[config.mk]
export PLATFORM = sky130hd
export DESIGN_NAME = id_stage
export DESIGN_NICKNAME = d
export VERILOG_FILES = /design/src/rtl/arm_pkg.sv /design/src/rtl/register_file.sv /design/src/rtl/id_stage.sv
export SDC_FILE = /design/constraint.sdc
export NUM_CORES = 1
export LEC_CHECK = 0
export CAP_MARGIN = 5
export CORE_MARGIN = 3
export CORE_UTILIZATION = 55
export CTS_BUF_LIST = sky130_fd_sc_hd__clkbuf_8
export CTS_CLUSTER_DIAMETER = 200
export DETAILED_ROUTE_END_ITERATION = 10
export GPL_TIMING_DRIVEN = 1
export PLACE_DENSITY_LB_ADDON = 0.15
export SLEW_MARGIN = 20
export SYNTH_ARGS = -nofsm -noshare
export SYNTH_HDL_FRONTEND = slang
export SYNTH_SLANG_ARGS = --single-unit
[constraint.sdc]
create_clock -name clk -period 2.93 [get_ports clk]
set_input_delay 0.586 -clock clk [delete_from_list [all_inputs] [get_ports clk]]
set_output_delay 0.586 -clock clk [all_outputs]
set_load 0.01 [all_outputs]
[src/rtl/arm_pkg.sv]
// Shared ARM decode definitions: instruction field positions, mode/opcode/condition
// encodings, execute-command codes and the ID/EXE pipeline record.
package arm_pkg;

    localparam int unsigned COND_LSB   = 28;
    localparam int unsigned MODE_LSB   = 26;
    localparam int unsigned I_BIT      = 25;
    localparam int unsigned OPCODE_LSB = 21;
    localparam int unsigned S_BIT      = 20;
    localparam int unsigned RN_LSB     = 16;
    localparam int unsigned RD_LSB     = 12;
    localparam int unsigned RM_LSB     = 0;

    localparam int unsigned NUM_REGS   = 15;
    localparam logic [3:0]  PC_INDEX   = 4'hF;

    typedef enum logic [1:0] {
        MODE_DP  = 2'b00,
        MODE_MEM = 2'b01,
        MODE_BR  = 2'b10,
        MODE_RSV = 2'b11
    } mode_e;

    typedef enum logic [3:0] {
        COND_EQ, COND_NE, COND_CS, COND_CC, COND_MI, COND_PL, COND_VS, COND_VC,
        COND_HI, COND_LS, COND_GE, COND_LT, COND_GT, COND_LE, COND_AL, COND_NV
    } cond_e;

    localparam logic [3:0] OP_AND = 4'b0000;
    localparam logic [3:0] OP_EOR = 4'b0001;
    localparam logic [3:0] OP_SUB = 4'b0010;
    localparam logic [3:0] OP_ADD = 4'b0100;
    localparam logic [3:0] OP_ADC = 4'b0101;
    localparam logic [3:0] OP_SBC = 4'b0110;
    localparam logic [3:0] OP_TST = 4'b1000;
    localparam logic [3:0] OP_CMP = 4'b1010;
    localparam logic [3:0] OP_ORR = 4'b1100;
    localparam logic [3:0] OP_MOV = 4'b1101;
    localparam logic [3:0] OP_MVN = 4'b1111;

    localparam logic [3:0] EXE_MOV = 4'b0001;
    localparam logic [3:0] EXE_MVN = 4'b1001;
    localparam logic [3:0] EXE_ADD = 4'b0010;
    localparam logic [3:0] EXE_ADC = 4'b0011;
    localparam logic [3:0] EXE_SUB = 4'b0100;
    localparam logic [3:0] EXE_SBC = 4'b0101;
    localparam logic [3:0] EXE_AND = 4'b0110;
    localparam logic [3:0] EXE_ORR = 4'b0111;
    localparam logic [3:0] EXE_EOR = 4'b1000;
    localparam logic [3:0] EXE_MEM = 4'b0010;

    typedef struct packed {
        logic [3:0] exe_cmd;
        logic       mem_read;
        logic       mem_write;
        logic       wb_en;
        logic       branch;
        logic       status_update;
    } ctrl_t;

    typedef struct packed {
        logic [31:0] pc;
        logic [31:0] val_rn;
        logic [31:0] val_rm;
        logic        imm;
        logic [11:0] shift_operand;
        logic [23:0] signed_imm24;
        logic [3:0]  dest;
        ctrl_t       ctrl;
    } idexe_t;

    function automatic logic cond_pass(input logic [3:0] cond, input logic [3:0] nzcv);
        logic n, z, c, v, pass;
        {n, z, c, v} = nzcv;
        case (cond_e'(cond))
            COND_EQ: pass = z;
            COND_NE: pass = ~z;
            COND_CS: pass = c;
            COND_CC: pass = ~c;
            COND_MI: pass = n;
            COND_PL: pass = ~n;
            COND_VS: pass = v;
            COND_VC: pass = ~v;
            COND_HI: pass = c & ~z;
            COND_LS: pass = ~c | z;
            COND_GE: pass = (n == v);
            COND_LT: pass = (n != v);
            COND_GT: pass = ~z & (n == v);
            COND_LE: pass = z | (n != v);
            COND_AL: pass = 1'b1;
            default: pass = 1'b0;
        endcase
        return pass;
    endfunction

endpackage

[src/rtl/register_file.sv]
// 15x32 register file: two asynchronous read ports with write-through bypass,
// one synchronous write port, synchronous reset; index 15 reads back the PC.
module register_file
    import arm_pkg::*;
(
    input  logic        clk,
    input  logic        rst,
    input  logic [31:0] i_pc,
    input  logic [3:0]  i_rd_addr1,
    input  logic [3:0]  i_rd_addr2,
    input  logic        i_wr_en,
    input  logic [3:0]  i_wr_addr,
    input  logic [31:0] i_wr_data,
    output logic [31:0] o_rd_data1,
    output logic [31:0] o_rd_data2
);

    logic [31:0] r_regs [NUM_REGS];
    logic        w_wr_valid;

    assign w_wr_valid = i_wr_en && (i_wr_addr != PC_INDEX);

    always_ff @(posedge clk) begin
        if (rst) begin
            for (int unsigned i = 0; i < NUM_REGS; i++) begin
                r_regs[i] <= '0;
            end
        end else if (w_wr_valid) begin
            r_regs[i_wr_addr] <= i_wr_data;
        end
    end

    always_comb begin
        o_rd_data1 = '0;
        if (i_rd_addr1 == PC_INDEX)
            o_rd_data1 = i_pc;
        else if (w_wr_valid && (i_wr_addr == i_rd_addr1))
            o_rd_data1 = i_wr_data;
        else
            o_rd_data1 = r_regs[i_rd_addr1];
    end

    always_comb begin
        o_rd_data2 = '0;
        if (i_rd_addr2 == PC_INDEX)
            o_rd_data2 = i_pc;
        else if (w_wr_valid && (i_wr_addr == i_rd_addr2))
            o_rd_data2 = i_wr_data;
        else
            o_rd_data2 = r_regs[i_rd_addr2];
    end

endmodule

[src/rtl/id_stage.sv]
// ARM instruction-decode stage: decode, condition check, register read, RAW hazard
// detection against EXE/MEM, and the ID/EXE pipeline register.
module id_stage
    import arm_pkg::*;
(
    input  logic        clk,
    input  logic        rst,
    input  logic        flush,
    input  logic        freeze,
    input  logic [31:0] pcIn,
    input  logic [31:0] instruction,
    input  logic [3:0]  statusReg,
    input  logic        wbEn,
    input  logic [3:0]  wbDest,
    input  logic [31:0] wbValue,
    input  logic        exeWbEn,
    input  logic [3:0]  exeDest,
    input  logic        memWbEn,
    input  logic [3:0]  memDest,
    output logic        hazard,
    output logic [31:0] pcOut,
    output logic [31:0] valRn,
    output logic [31:0] valRm,
    output logic        imm,
    output logic [11:0] shiftOperand,
    output logic [23:0] signedImm24,
    output logic [3:0]  dest,
    output logic [3:0]  exeCmd,
    output logic        memRead,
    output logic        memWrite,
    output logic        wbEnOut,
    output logic        branch,
    output logic        statusUpdate
);

    mode_e       w_mode;
    logic [3:0]  w_opcode, w_rn, w_rd, w_rm, w_src2;
    logic        w_i, w_s;
    logic        w_is_dp, w_is_str, w_is_ldr, w_is_mov;
    logic        w_src1_used, w_two_src, w_exe_hz, w_mem_hz;
    logic        w_dp_defined;
    logic [3:0]  w_dp_cmd;
    logic [31:0] w_val_rn, w_val_rm;
    ctrl_t       w_dec, w_ctrl;
    idexe_t      w_next, r_idexe;

    assign w_mode   = mode_e'(instruction[MODE_LSB +: 2]);
    assign w_opcode = instruction[OPCODE_LSB +: 4];
    assign w_i      = instruction[I_BIT];
    assign w_s      = instruction[S_BIT];
    assign w_rn     = instruction[RN_LSB +: 4];
    assign w_rd     = instruction[RD_LSB +: 4];
    assign w_rm     = instruction[RM_LSB +: 4];

    assign w_is_dp  = (w_mode == MODE_DP);
    assign w_is_ldr = (w_mode == MODE_MEM) && w_s;
    assign w_is_str = (w_mode == MODE_MEM) && !w_s;
    assign w_is_mov = w_is_dp && ((w_opcode == OP_MOV) || (w_opcode == OP_MVN));

    // STR reads its store data from Rd through the second port.
    assign w_src2      = w_is_str ? w_rd : w_rm;
    assign w_src1_used = (w_mode != MODE_BR) && !w_is_mov;
    assign w_two_src   = (w_is_dp && !w_i) || w_is_str;

    assign w_exe_hz = exeWbEn && ((w_src1_used && (exeDest == w_rn)) ||
                                  (w_two_src   && (exeDest == w_src2)));
    assign w_mem_hz = memWbEn && ((w_src1_used && (memDest == w_rn)) ||
                                  (w_two_src   && (memDest == w_src2)));
    assign hazard   = !flush && (w_exe_hz || w_mem_hz);

    always_comb begin
        w_dp_defined = 1'b1;
        w_dp_cmd     = '0;
        case (w_opcode)
            OP_MOV:         w_dp_cmd = EXE_MOV;
            OP_MVN:         w_dp_cmd = EXE_MVN;
            OP_ADD:         w_dp_cmd = EXE_ADD;
            OP_ADC:         w_dp_cmd = EXE_ADC;
            OP_SUB, OP_CMP: w_dp_cmd = EXE_SUB;
            OP_SBC:         w_dp_cmd = EXE_SBC;
            OP_AND, OP_TST: w_dp_cmd = EXE_AND;
            OP_ORR:         w_dp_cmd = EXE_ORR;
            OP_EOR:         w_dp_cmd = EXE_EOR;
            default:        w_dp_defined = 1'b0;
        endcase
    end

    always_comb begin
        w_dec = '0;
        case (w_mode)
            MODE_DP: begin
                if (w_dp_defined) begin
                    w_dec.exe_cmd       = w_dp_cmd;
                    w_dec.wb_en         = (w_opcode != OP_CMP) && (w_opcode != OP_TST);
                    w_dec.status_update = w_s;
                end
            end
            MODE_MEM: begin
                w_dec.exe_cmd   = EXE_MEM;
                w_dec.mem_read  = w_is_ldr;
                w_dec.mem_write = w_is_str;
                w_dec.wb_en     = w_is_ldr;
            end
            MODE_BR:  w_dec.branch = 1'b1;
            default:  w_dec = '0;
        endcase
    end

    assign w_ctrl = cond_pass(instruction[COND_LSB +: 4], statusReg) ? w_dec : '0;

    register_file u_regfile (
        .clk        (clk),
        .rst        (rst),
        .i_pc       (pcIn),
        .i_rd_addr1 (w_rn),
        .i_rd_addr2 (w_src2),
        .i_wr_en    (wbEn),
        .i_wr_addr  (wbDest),
        .i_wr_data  (wbValue),
        .o_rd_data1 (w_val_rn),
        .o_rd_data2 (w_val_rm)
    );

    always_comb begin
        w_next               = '0;
        w_next.pc            = pcIn;
        w_next.val_rn        = w_val_rn;
        w_next.val_rm        = w_val_rm;
        w_next.imm           = w_i;
        w_next.shift_operand = instruction[11:0];
        w_next.signed_imm24  = instruction[23:0];
        w_next.dest          = w_rd;
        w_next.ctrl          = w_ctrl;
    end

    always_ff @(posedge clk) begin
        if (rst)
            r_idexe <= '0;
        else if (flush)
            r_idexe <= '0;
        else if (freeze)
            r_idexe <= r_idexe;
        else if (hazard)
            r_idexe <= '0;
        else
            r_idexe <= w_next;
    end

    assign pcOut        = r_idexe.pc;
    assign valRn        = r_idexe.val_rn;
    assign valRm        = r_idexe.val_rm;
    assign imm          = r_idexe.imm;
    assign shiftOperand = r_idexe.shift_operand;
    assign signedImm24  = r_idexe.signed_imm24;
    assign dest         = r_idexe.dest;
    assign exeCmd       = r_idexe.ctrl.exe_cmd;
    assign memRead      = r_idexe.ctrl.mem_read;
    assign memWrite     = r_idexe.ctrl.mem_write;
    assign wbEnOut      = r_idexe.ctrl.wb_en;
    assign branch       = r_idexe.ctrl.branch;
    assign statusUpdate = r_idexe.ctrl.status_update;

endmodule

==> impl_metrics.py <==
metrics = {
    "run_status": {
        "status": "finished clean",
    },
    "sta": {
        "max_slew.worst_pin.slew_ns": 0.9801,
        "rsz0062_at_grt": "yes",
        "relSlewSlack_pct": 34.66,
        "whs_ns": 0.2430,
        "period_share_pct": 99.79,
        "slew_viol_final": 0,
        "fin_skew_ns": 0.02089,
        "layout_min_cycle_time_ns": 2.924,
        "final-hold-violation-count": 0,
        "max_freq_mhz": 342.0,
        "finalSetupViolations": 0,
    },
    "synthesis": {
        "synthTopCellsByArea": "edfxtp_1, mux4_2, dfxtp_1",
        "synth_area_per_cell_um2": 11.84,
        "synth_top_area_cell": "edfxtp_1",
        "async_flop_share_pct": 0,
        "ys_ff_latch": 642,
        "synthAdderAreaFrac_pct": 0,
        "synth_warnings": 0,
        "synth_xor_area_share_pct": 0.5749,
        "yosys.area.top_type_share_pct": 45.87,
        "synth_area_mm2": 0.03352,
        "synth-edff-count": 512,
        "synth_compound_area_share_pct": 6.544,
        "yosys.area_share.simple_pct": 15.66,
        "yosysSeqAreaShare_pct": 53.64,
        "synth_top_family_by_area": "multiplexers",
        "synthDistinctLibCells": 60,
        "synth_top_cells_by_count": "edfxtp_1, nor3_1, nand2_1",
        "synthMuxAreaShare_pct": 18.67,
        "ys.flop_type": "edfxtp_1",
        "synth_most_common_cell": "edfxtp_1",
        "synth_cells": 2832,
    },
    "critical_path": {
        "max_stage_delay_ns": 0.30,
        "critical_path.top_delay_family": "simple AND/OR/NAND/NOR gates",
        "path_cells": "buf_8, nor3b_4, buf_12, buf_12, buf_6, mux2i_4, nor2_2, nor4_2, nor2_1, a21oi_1, buf_2",
        "cp.required_ns": 2.34,
        "critical_path_arrival_ns": 2.34,
        "criticalPathCategory": "input port to output pin",
        "endpoint_kind": "output pin",
        "crit_top_cell": "buf_12",
        "start_kind": "input port",
        "critPathMaxFanout": 4,
        "path_buf_inv": 5,
        "slowest_stage": "nor4_2",
    },
    "floorplanning": {
        "io_pins": 266,
        "placementRows": 89,
        "die_w_um": 252.9,
        "coreArea_mm2": 0.05969,
        "die_area_mm2": 0.06394,
        "chipHeight_um": 252.9,
        "start_util_pct": 56.15,
    },
    "placed_design": {
        "dpl_cell_area_mm2": 0.03836,
        "dp.cells": 3776,
        "gp_congestion": 0.9201,
        "post-dp-hpwl_um": 67150,
        "numPortBuffers": 265,
    },
    "global_route": {
        "grt_first_pass_wirelength_um": 165000,
        "grt_overflow": 0,
        "grtUsageTotal_pct": 34.33,
        "grt_max_degree": 128,
        "grt_pass1_vias": 27060,
        "antenna_found_initial": 1,
    },
    "clock_tree": {
        "clock-sinks": 642,
        "cts_tree": "done",
        "cts_made_buffers": 108,
        "root_buffer": "clkbuf_8",
        "clk_pin_slew_ns": 0.05,
        "clock_latency_ns": 0.72,
        "cts_max_level": 3,
        "clockBufferDepth": 3,
        "cts_hold_buffers": 0,
    },
    "route": {
        "firstDrtPassIters": 9,
        "dr_total_vias": 26910,
        "via_per_inst": 6.752,
        "wire_per_inst_um": 27.65,
        "drc": 0,
        "dr.first_iter.drc_count": 3756,
        "drtAntennaViolNets": 0,
        "wl_um": 110200,
    },
    "final_layout": {
        "drive_above_1_share_pct": 18.04,
        "stdcell_area_mm2": 0.04052,
        "final_nets": 3240,
        "utilization_pct": 67.88,
        "fin_cells": 3985,
        "area_growth_pct": 20.88,
    },
    "power": {
        "p_leak_nw": 14.56,
        "powerDensity_mw_per_mm2": 542.6,
        "peakVddDrop_mv": 0.4168,
    },
    "flow_run": {
        "cap_violations": 0,
    },
    "min_path": {
        "hold_path.class": "input port to register",
    },
}
-- power by group --
group / switching, mW / internal, mW / leakage (nW)
Combinational: 2.05 / 1.61 / 7.41
Sequential: 0.296 / 10.4 / 5.95
Clock: 3.70 / 3.97 / 1.20
Total: 6.05 / 15.9 / 14.6
-- layer usage --
layer,track usage (%),share of wire (%),wire length (um)
met3,6.923,11,12380
met5,0,0,0
met4,16.31,5.2,5759
met1,43.82,36,39670
met2,56.69,48,52360
-- area by class of cell --
type | instances | area, um^2
fillers | 4380 | 19170
clock inverters | 84 | 462.9
diodes | 2 | 5.005
inverters | 39 | 146.4
multi-input cells | 1841 | 14170
well taps | 773 | 967.2
flip-flops and latches | 642 | 17980
clock buffers | 115 | 1583
repair buffers | 489 | 5205
-- cell usage in the layout (no fill, tap or decap), drive strengths merged, types with 128 or more instances in the layout --
| cell type | n |
|---|---|
| nand2 | 299 |
| nor3 | 349 |
| nor4 | 128 |
| edfxtp | 512 |
| mux2i | 261 |
| dfxtp | 130 |
| mux4 | 160 |
| buf | 233 |
| clkdlybuf4s50 | 244 |
| nand3 | 162 |
-- worst min-delay path, stage by stage --
cell    delay (ns)
buf_8         0.08
buf_4         0.12
a22o_1        0.12
-- sequential cells by signal, indices dropped and copies added, names as in the netlist, 4 cells and up --
register and flops:
valRn 32, signedImm24 13, pcOut 32, u_regfile.r_regs 512, exeCmd 4, shiftOperand 11, valRm 32
-- path summary, 6_finish.rpt --
kind,startpoint,end,slack (ns),cells after the start
setup / recovery,instruction[27],hazard,0.006,11
setup reg to reg,u_regfile.r_regs[14][8]$_SDFFCE_PN0P_,valRn[8]$_SDFFE_PP0N_,0.78,6
hold reg to reg,valRm[3]$_SDFFE_PP0N_,valRm[3]$_SDFFE_PP0N_,0.47,1
hold / removal,instruction[20],signedImm24[20]$_SDFFE_PP0N_,0.24,3
-- metrics by stage --
stage	total power [mW]	setup TNS, ns	setup slack, ns
floorplan	12.80	0	0.04964
global placement	14.29	-61.17	-0.9516
detailed placement	14.39	-61.10	-0.9325
CTS	22.00	-0.006993	-0.006993
global route	22.67	-0.08030	-0.08030
finish	21.98	0	0.006284
-- cells by family (layout without fill, tap and decap cells) --
group                  after synthesis  after routing
AO/OA/AOI/OAI                      277            277
XOR/XNOR                            22             22
buffers and inverters              380            727
flip-flops                         642            642
multiplexers                       424            424
other                                1             34
AND/OR/NAND/NOR                   1086           1086
-- repair_timing --
item | CTS | global route
pin swaps | 8 | 5
endpoints found under the setup margin | 1 | 1
setup buffers | 4 | 4
resized for setup | 38 | 4
(Power assumes the default switching activity.)
